**config.mk**
```make
export PLATFORM = sky130hd
export DESIGN_NAME = uart_send
export DESIGN_NICKNAME = d
export VERILOG_FILES = /design/src/rtl/uart_send.sv
export SDC_FILE = /design/constraint.sdc
export NUM_CORES = 1
export LEC_CHECK = 0
export ABC_CLOCK_PERIOD_IN_PS = 2700
export BUFFER_PORTS_ARGS = -buffer_cell sky130_fd_sc_hd__buf_2
export CAP_MARGIN = 10
export CORE_ASPECT_RATIO = 1.1
export CORE_UTILIZATION = 50
export DETAILED_ROUTE_END_ITERATION = 16
export PLACE_DENSITY = 0.64
export SLEW_MARGIN = 20
export SYNTH_ARGS = -nofsm -noshare
export SYNTH_HDL_FRONTEND = slang
export SYNTH_SLANG_ARGS = --single-unit
```
**constraint.sdc**
```tcl
create_clock -name sys_clk -period 2.7 [get_ports sys_clk]
set_input_delay 0.405 -clock sys_clk [delete_from_list [all_inputs] [get_ports sys_clk]]
set_output_delay 0.405 -clock sys_clk [all_outputs]
set_load 0.005 [all_outputs]
```
**src/rtl/uart_send.sv**
```systemverilog
`default_nettype none
`timescale 1ns/1ps
// ============================================================================
// Module   : uart_send
// Purpose  : 8N1 UART transmitter (LSB first) with a small input FIFO.
//            Upstream pushes bytes through a valid/ready handshake. Queued
//            bytes are sent back-to-back with no idle bits between frames.
// Ports    : sys_clk    - system clock, rising edge
//            sys_rst_n  - asynchronous active-low reset
//            tx_data    - byte to enqueue
//            tx_valid   - tx_data valid this cycle
//            tx_ready   - FIFO can accept (not full), from registered state
//            uart_txd   - registered serial line, idle high
//            tx_busy    - a frame is on the line
//            tx_done    - one-cycle pulse after each stop bit completes
//            fifo_level - number of bytes currently queued
// Revision : 1.0 - initial release
// ============================================================================
module uart_send #(
  parameter int CLK_FREQUENCY = 10_000_000,
  parameter int UART_BPS      = 115200,
  parameter int FIFO_DEPTH    = 4
) (
  input  logic                        sys_clk,
  input  logic                        sys_rst_n,
  input  logic [7:0]                  tx_data,
  input  logic                        tx_valid,
  output logic                        tx_ready,
  output logic                        uart_txd,
  output logic                        tx_busy,
  output logic                        tx_done,
  output logic [$clog2(FIFO_DEPTH):0] fifo_level
);

  localparam int              BPS_CNT   = CLK_FREQUENCY / UART_BPS;
  localparam int              AW        = $clog2(FIFO_DEPTH);
  localparam logic [15:0]     BAUD_LAST = 16'(BPS_CNT - 1);
  localparam logic [15:0]     BAUD_ONE  = 16'd1;
  localparam logic [AW-1:0]   PTR_ONE   = AW'(1);
  localparam logic [AW:0]     LVL_ONE   = (AW + 1)'(1);
  localparam logic [AW:0]     LVL_FULL  = (AW + 1)'(FIFO_DEPTH);

  typedef enum logic [1:0] {
    IDLE  = 2'd0,
    START = 2'd1,
    DATA  = 2'd2,
    STOP  = 2'd3
  } state_t;

  // --------------------------------------------------------------------------
  // Input FIFO
  // --------------------------------------------------------------------------
  logic [7:0]    mem_q [FIFO_DEPTH];
  logic [AW-1:0] wr_ptr_q, rd_ptr_q;
  logic [AW:0]   count_q, count_d;
  logic          full, empty, push, pop;
  logic [7:0]    head;

  assign full     = (count_q == LVL_FULL);
  assign empty    = (count_q == '0);
  assign push     = tx_valid && !full;
  assign head     = mem_q[rd_ptr_q];
  assign tx_ready = !full;
  assign fifo_level = count_q;

  // Storage needs no reset: an entry is only read after it has been written.
  always_ff @(posedge sys_clk) begin
    if (push) mem_q[wr_ptr_q] <= tx_data;
  end

  always_comb begin
    count_d = count_q;
    if (push && !pop)      count_d = count_q + LVL_ONE;
    else if (!push && pop) count_d = count_q - LVL_ONE;
  end

  always_ff @(posedge sys_clk or negedge sys_rst_n) begin
    if (!sys_rst_n) begin
      wr_ptr_q <= '0;
      rd_ptr_q <= '0;
      count_q  <= '0;
    end else begin
      if (push) wr_ptr_q <= wr_ptr_q + PTR_ONE;
      if (pop)  rd_ptr_q <= rd_ptr_q + PTR_ONE;
      count_q <= count_d;
    end
  end

  // --------------------------------------------------------------------------
  // Transmit FSM
  // --------------------------------------------------------------------------
  state_t      state_q, state_d;
  logic [15:0] baud_q, baud_d;
  logic [2:0]  bit_idx_q, bit_idx_d;
  logic [7:0]  shift_q, shift_d;
  logic        txd_q, txd_d;
  logic        done_q, done_d;
  logic        baud_end;

  assign baud_end = (baud_q == BAUD_LAST);

  always_comb begin
    state_d   = state_q;
    baud_d    = baud_end ? '0 : baud_q + BAUD_ONE;
    bit_idx_d = bit_idx_q;
    shift_d   = shift_q;
    txd_d     = txd_q;
    done_d    = 1'b0;
    pop       = 1'b0;

    unique case (state_q)
      IDLE: begin
        baud_d = '0;
        if (!empty) begin
          pop     = 1'b1;
          shift_d = head;
          txd_d   = 1'b0;
          state_d = START;
        end
      end
      START: begin
        if (baud_end) begin
          bit_idx_d = 3'd0;
          txd_d     = shift_q[0];
          state_d   = DATA;
        end
      end
      DATA: begin
        if (baud_end) begin
          if (bit_idx_q == 3'd7) begin
            txd_d   = 1'b1;
            state_d = STOP;
          end else begin
            // Next line value is the bit that becomes shift[0] after the shift.
            shift_d   = {1'b0, shift_q[7:1]};
            bit_idx_d = bit_idx_q + 3'd1;
            txd_d     = shift_q[1];
          end
        end
      end
      STOP: begin
        if (baud_end) begin
          done_d = 1'b1;
          // Chain straight into the next start bit so frames have no gap.
          if (!empty) begin
            pop     = 1'b1;
            shift_d = head;
            txd_d   = 1'b0;
            state_d = START;
          end else begin
            txd_d   = 1'b1;
            state_d = IDLE;
          end
        end
      end
      default: state_d = IDLE;
    endcase
  end

  always_ff @(posedge sys_clk or negedge sys_rst_n) begin
    if (!sys_rst_n) begin
      state_q   <= IDLE;
      baud_q    <= '0;
      bit_idx_q <= '0;
      shift_q   <= '0;
      txd_q     <= 1'b1;
      done_q    <= 1'b0;
    end else begin
      state_q   <= state_d;
      baud_q    <= baud_d;
      bit_idx_q <= bit_idx_d;
      shift_q   <= shift_d;
      txd_q     <= txd_d;
      done_q    <= done_d;
    end
  end

  assign uart_txd = txd_q;
  assign tx_done  = done_q;
  assign tx_busy  = (state_q != IDLE);

endmodule
`default_nettype wire

```
=== Word level (Yosys, flattened, before mapping) ===
Memories as Yosys holds them, arrays and structs flattened.
Cells that the tools add are included.

* Flip-flop bits (word level): 38
* Memory bits (writable): 32
* Output and inout bits: 7
* Memories: 1
* Bits of input ports: 11

{| class="wikitable"
|+ Memory list
! name !! words !! width !! read ports !! clocked after Yosys merged registers in !! wr ports !! line !! text
|-
| mem_q || 4 || 8 || 1 || 0 || 1 || 53 || <nowiki>logic [7:0] mem_q [FIFO_DEPTH];</nowiki>
|}

* Equal/unequal tests: 12
* Reductions and logical operators: 16
* $add $sub $neg: 6
* Multiplexer cells: 34

{| class="wikitable"
|+ Operator list
! operator !! number
|-
| $mux W16 || 2
|-
| $mux W8 || 4
|-
| $pmux W8 S3 || 1
|-
| $add A16 B1 Y16 const B || 1
|-
| $eq A16 B7 Y1 const B || 1
|-
| $mux W3 || 5
|-
| $mux W1 || 13
|-
| $ne A2 B2 Y1 const B || 6
|-
| $reduce_and A4 Y1 || 3
|-
| $mux W2 || 5
|-
| $pmux W2 S4 || 1
|-
| $add A3 B1 Y3 const B || 2
|-
| $eq A3 B3 Y1 const B || 2
|-
| $pmux W3 S2 || 1
|-
| $reduce_bool A2 Y1 || 3
|-
| $reduce_and A5 Y1 || 1
|-
| $add A2 B1 Y2 const B || 2
|-
| $eq A2 B2 Y1 const B || 2
|-
| $pmux W1 S4 || 1
|-
| $logic_and A1 B1 Y1 || 3
|-
| $logic_not A1 Y1 || 3
|-
| $logic_not A3 Y1 || 1
|-
| $reduce_bool A3 Y1 || 1
|-
| $sub A3 B1 Y3 const B || 1
|-
| other kinds (3) || 3
|}

=== Logic depth before layout (Yosys ltp) ===
* Word-level depth: 7
* Gate-level depth with buffers: 13
* Mapped depth without buffers: 12

=== Least setup slack after synthesis ===
OpenSTA, ideal clock, no wires.

* Path type: reg-to-reg
* From: register baud_q[0]
* To: register count_q[2], in the netlist fifo_level[2]
* Arrival time: 2366 ps
* Required time: 2621 ps
* Period minus slack after synthesis: 2445 ps
* Setup slack: 255 ps
* Stages on the path, launching flop included: 13
* Library setup time: 79 ps
* Buffers on the path: 1
* Cell sequence: dfrtp_1 -> ha_1 -> and4b_1 -> and4_1 -> buf_6 -> and2_1 -> o21ai_0 -> ha_1 -> inv_1 -> fa_1 -> xor2_1 -> nor2_1 -> xor2_1

* Longest elaborated chain between the ends: 6
* Elaborated cells on any way between the ends: 8

{| class="wikitable"
|+ RTL lines
! what !! line !! text
|-
| start, declared || 93 || <nowiki>logic [15:0] baud_q, baud_d;</nowiki>
|-
| start signal, assigned || 170 || <nowiki>baud_q <= baud_d;</nowiki>
|-
| $eq A16 B7 Y1 * || 100 || <nowiki>assign baud_end = (baud_q == BAUD_LAST);</nowiki>
|-
| $mux W1 * || 142 || <nowiki>if (baud_end) begin</nowiki>
|-
| $pmux W1 S2 * || 111 || <nowiki>unique case (state_q)</nowiki>
|-
| $logic_not A1 Y1 || 73 || <nowiki>if (push && !pop) count_d = count_q + LVL_ONE;</nowiki>
|-
| $logic_and A1 B1 Y1 || 73 ||
|-
| $mux W3 or $reduce_bool A2 Y1 (tied branches) || n/a ||
|-
| end signal, assigned || 85 || <nowiki>count_q <= count_d;</nowiki>
|-
| end, declared || 55 || <nowiki>logic [AW:0] count_q, count_d;</nowiki>
|}

Mark *: on every way between the ends. The rest lies on a longest branch, timed or not.
A chain may end at the register's enable or synchronous reset.

=== Final worst setup path ===
Ends and elaborated chain as after synthesis.

==> results by group <==
Layout
  – P&R area growth vs syn: 10.4%
  – Footprint of the multi-input gates: between 1000 and 1500 um2
  – Layout fillers: 533
  – Post-Layout Cell Count: 367
  – Commonest cells after routing, fill and taps aside: dfrtp_1 (37), edfxtp_1 (32), nor2_1 (22)
  – Post-layout instance area: 3750 um2
  – Layout Nets: 305
  – Antenna Cells: 0
  – Storage element area: 1910 um2
  – Layout cells sized above 1: 23.2%
  – Most common cell after layout, fill and taps aside: dfrtp_1

Setup path
  – Setup slack, reg-to-reg: about 240 ps
  – CP max-delay cell: dfrtp_1
  – FF-to-FF End: fifo_level[2]
  – Worst-path maximum fanout: 6
  – Critical Path Source Type: register
  – Critical Path RT: 2980 ps
  – Worst-path cell chain: ha_1, and4b_1, and4_1, and2_1, o21ai_1, ha_1, inv_1, fa_1, xor2_1, nor2_1, xor2_1
  – Critical path launch point: baud_q[0]
  – Worst R2R Start: baud_q[0]
  – CP Buf/Inv Count: 1
  – Crit Path Category: reg2reg
  – Crit path max-delay family: adder cells
  – WP data arrival: 2740 ps
  – Worst path max stage delay: 440 ps
  – Critical path capture point type: register
  – Reg2Reg Depth: 11

Global routing
  – Tot GR Track Use: between 10% and 20%
  – Global route total overflow: 0
  – Largest net degree at the start of global routing: 39
  – First-pass GRT wire length: 9.72 mm
  – Vias in the first global route: 1936
  – Initial antenna violation count: 0

Synthesis
  – Async S/R FF share, synth: 54.3%
  – Post-Syn Area: 3400 um2
  – Post-synth EDFFs: 32
  – Unique cell type count in the Yosys netlist: 43
  – Synth Area in Compound Gates: 5.56%
  – Warnings, synthesis: 0
  – Avg Inst Size Synth: 13.3 um2
  – Synth Area in XOR/XNOR: a little over 4%
  – Simple-gate share of the synthesized area: a little over an eighth
  – #FFs+latches synth: 70
  – Fraction of synthesized area in multiplexers: 12.6%
  – Sequential fraction of the synthesis area: 56.3%
  – Synth Flop Type: dfrtp_1
  – Post-Syn Nets: 280
  – Main combinational cell family by area after synthesis: simple AND/OR/NAND/NOR gates
  – Post-Synth Adder-Cell Area: under 10%
  – Cells after Synth: 255

Power
  – Power Density: 667 nW/um2
  – P_leak: roughly 0.0015 uW
  – Overall power: 2500 uW
  – NetSw: between 700 and 800 uW
  – Sequential Power Share: a little over half
  – Clock power frac: 32.3%
  – Worst VDD drop: 0.422 mV
  – Switch share: 28.9%
  – Int Pwr: 1780 uW
  – Gate power share: 14.2%

Hold path
  – Hold Path Class: in2async

STA
  – Slew at the pin closest to its max-slew limit: 850 ps
  – Fmax achieved: 0.406 GHz
  – Post-route minimum period: 2460 ps
  – RSZ-0062 raised after global routing: no
  – Setup violations, final: 0
  – Pins Over Slew Limit: 0
  – Tcrit/Tclk final: 91.1%
  – Hold violation count in the final report: 0
  – Relative slew slack: 43.3%
  – Fin Clk Skew: 11.5 ps
  – Setup TNS: 0 ps

CTS
  – CTS tree: done
  – CTS Hold Bufs: 0
  – Clk root buf: clkbuf_8
  – Max clock buf depth: 2
  – Clk slew on worst S/H paths: 90 ps
  – Cts bufs inserted: 9
  – H-Tree Depth: 3
  – Clk_lat worst skew: 350 ps
  – Clock sink count: 70

Placement
  – Placed Area: 3560 um2
  – GP Congestion: 0.778
  – Placed Cells: 351
  – Hpwl dp: approximately 4.0 mm
  – IO Port Bufs: 17

Detailed routing
  – WL/cell: 16.1 um
  – Final WL: 5.93 mm
  – ANT nets after route: 0
  – Pre-antenna DRT Iters: 4
  – Final routed DRC violation total: 0
  – DRT iter0 DRCs: 146
  – Vias post-DR: 2034
  – Vias per inst: ~5.5

Status
  – Status: completed

Die
  – Die Wd: 80.6 um
  – Initial Util: 51.8%
  – CORE AREA: 6560 um2
  – IO Count: 18
  – Die height: 88.4 um
  – Die area: roughly 7100 um2
  – Rows: 31

Flow run
  – Max_cap viols: 0
cell families after synthesis:
| family | count (synthesis) |
|---|---|
| simple gates | 84 |
| xor+xnor | 16 |
| fa+ha+maj | 14 |
| flops | 70 |
| compound gates | 26 |
| buf+inv | 19 |
| mux | 26 |
layout make-up:
type                            instances  share of cell area (%)
Tap cell                               82                    2.74
Inverter                               11                    1.10
Clock inverter                          7                    1.67
Sequential cell                        70                    51.0
Clock buffer                            9                    3.30
Multi-Input combinational cell        166                    36.9
Timing Repair Buffer                   22                    3.27
what timing repair did:
item / CTS / global route
setup endpoints to repair: 0 / 1
setup buffers: 0 / 0
resized for setup: 0 / 1
through the flow:
step	setup slack, ps	hold WS [ps]	utilization (%)
3_5_place_dp	192	490	54.4
6_report	239	153	57.2
4_1_cts	179	181	57.2
5_1_grt	55.8	229	57.2
3_3_place_gp	228	494	54.4
2_1_floorplan	255	109	-
layer usage:
metal  wire length [um]  vias to the layer above  global-route usage, %
li1                   -                     1004                      -
met1               2780                      998                   25.4
met2               2880                       27                   29.4
met3                196                        5                   5.05
met4                 70                        0                   6.82
met5                  0                        -                      0
flip-flops by register name, indices dropped and copies added (netlist names):
register    count
bit_idx_q       3
rd_ptr_q        2
tx_done         1
state_q         2
shift_q         8
fifo_level      3
mem_q          32
baud_q         16
wr_ptr_q        2
uart_txd        1
power by group through the flow:
stage / registers (uW) / clock network, uW / logic [uW]
final: 1340 / 807 / 354
after global routing: 1360 / 876 / 407
after CTS: 1340 / 822 / 366
after detailed placement: 1360 / 0 / 366
after global placement: 1360 / 0 / 355
after floorplan: 1340 / 0 / 234
worst max path at each step:
stage                    end  slack (ps)  cells past startpoint
5_1_grt        fifo_level[2]          60                     11
3_3_place_gp   fifo_level[2]         230                     11
2_1_floorplan  fifo_level[2]         260                     12
6_report       fifo_level[2]         240                     11
4_1_cts        fifo_level[2]         180                     11
3_5_place_dp   fifo_level[2]         190                     11
synth_stat cells (5+ instances only):
cell | number | area, um2
inv_1 | 11 | 41.3
nor2_1 | 22 | 82.6
xor2_1 | 7 | 61.3
nand2_1 | 14 | 52.6
or3_1 | 6 | 37.5
xnor2_1 | 9 | 78.8
o21ai_0 | 9 | 45.0
nor3_1 | 6 | 30.0
dfrtp_1 | 37 | 926
and3_1 | 5 | 31.3
nand4_1 | 5 | 31.3
mux2_2 | 10 | 113
a21oi_1 | 5 | 25.0
nor4_1 | 5 | 31.3
edfxtp_1 | 32 | 961
ha_1 | 13 | 163
nand3_1 | 7 | 35.0
mux2_4 | 8 | 120
Power figures use the tool's default switching activity.
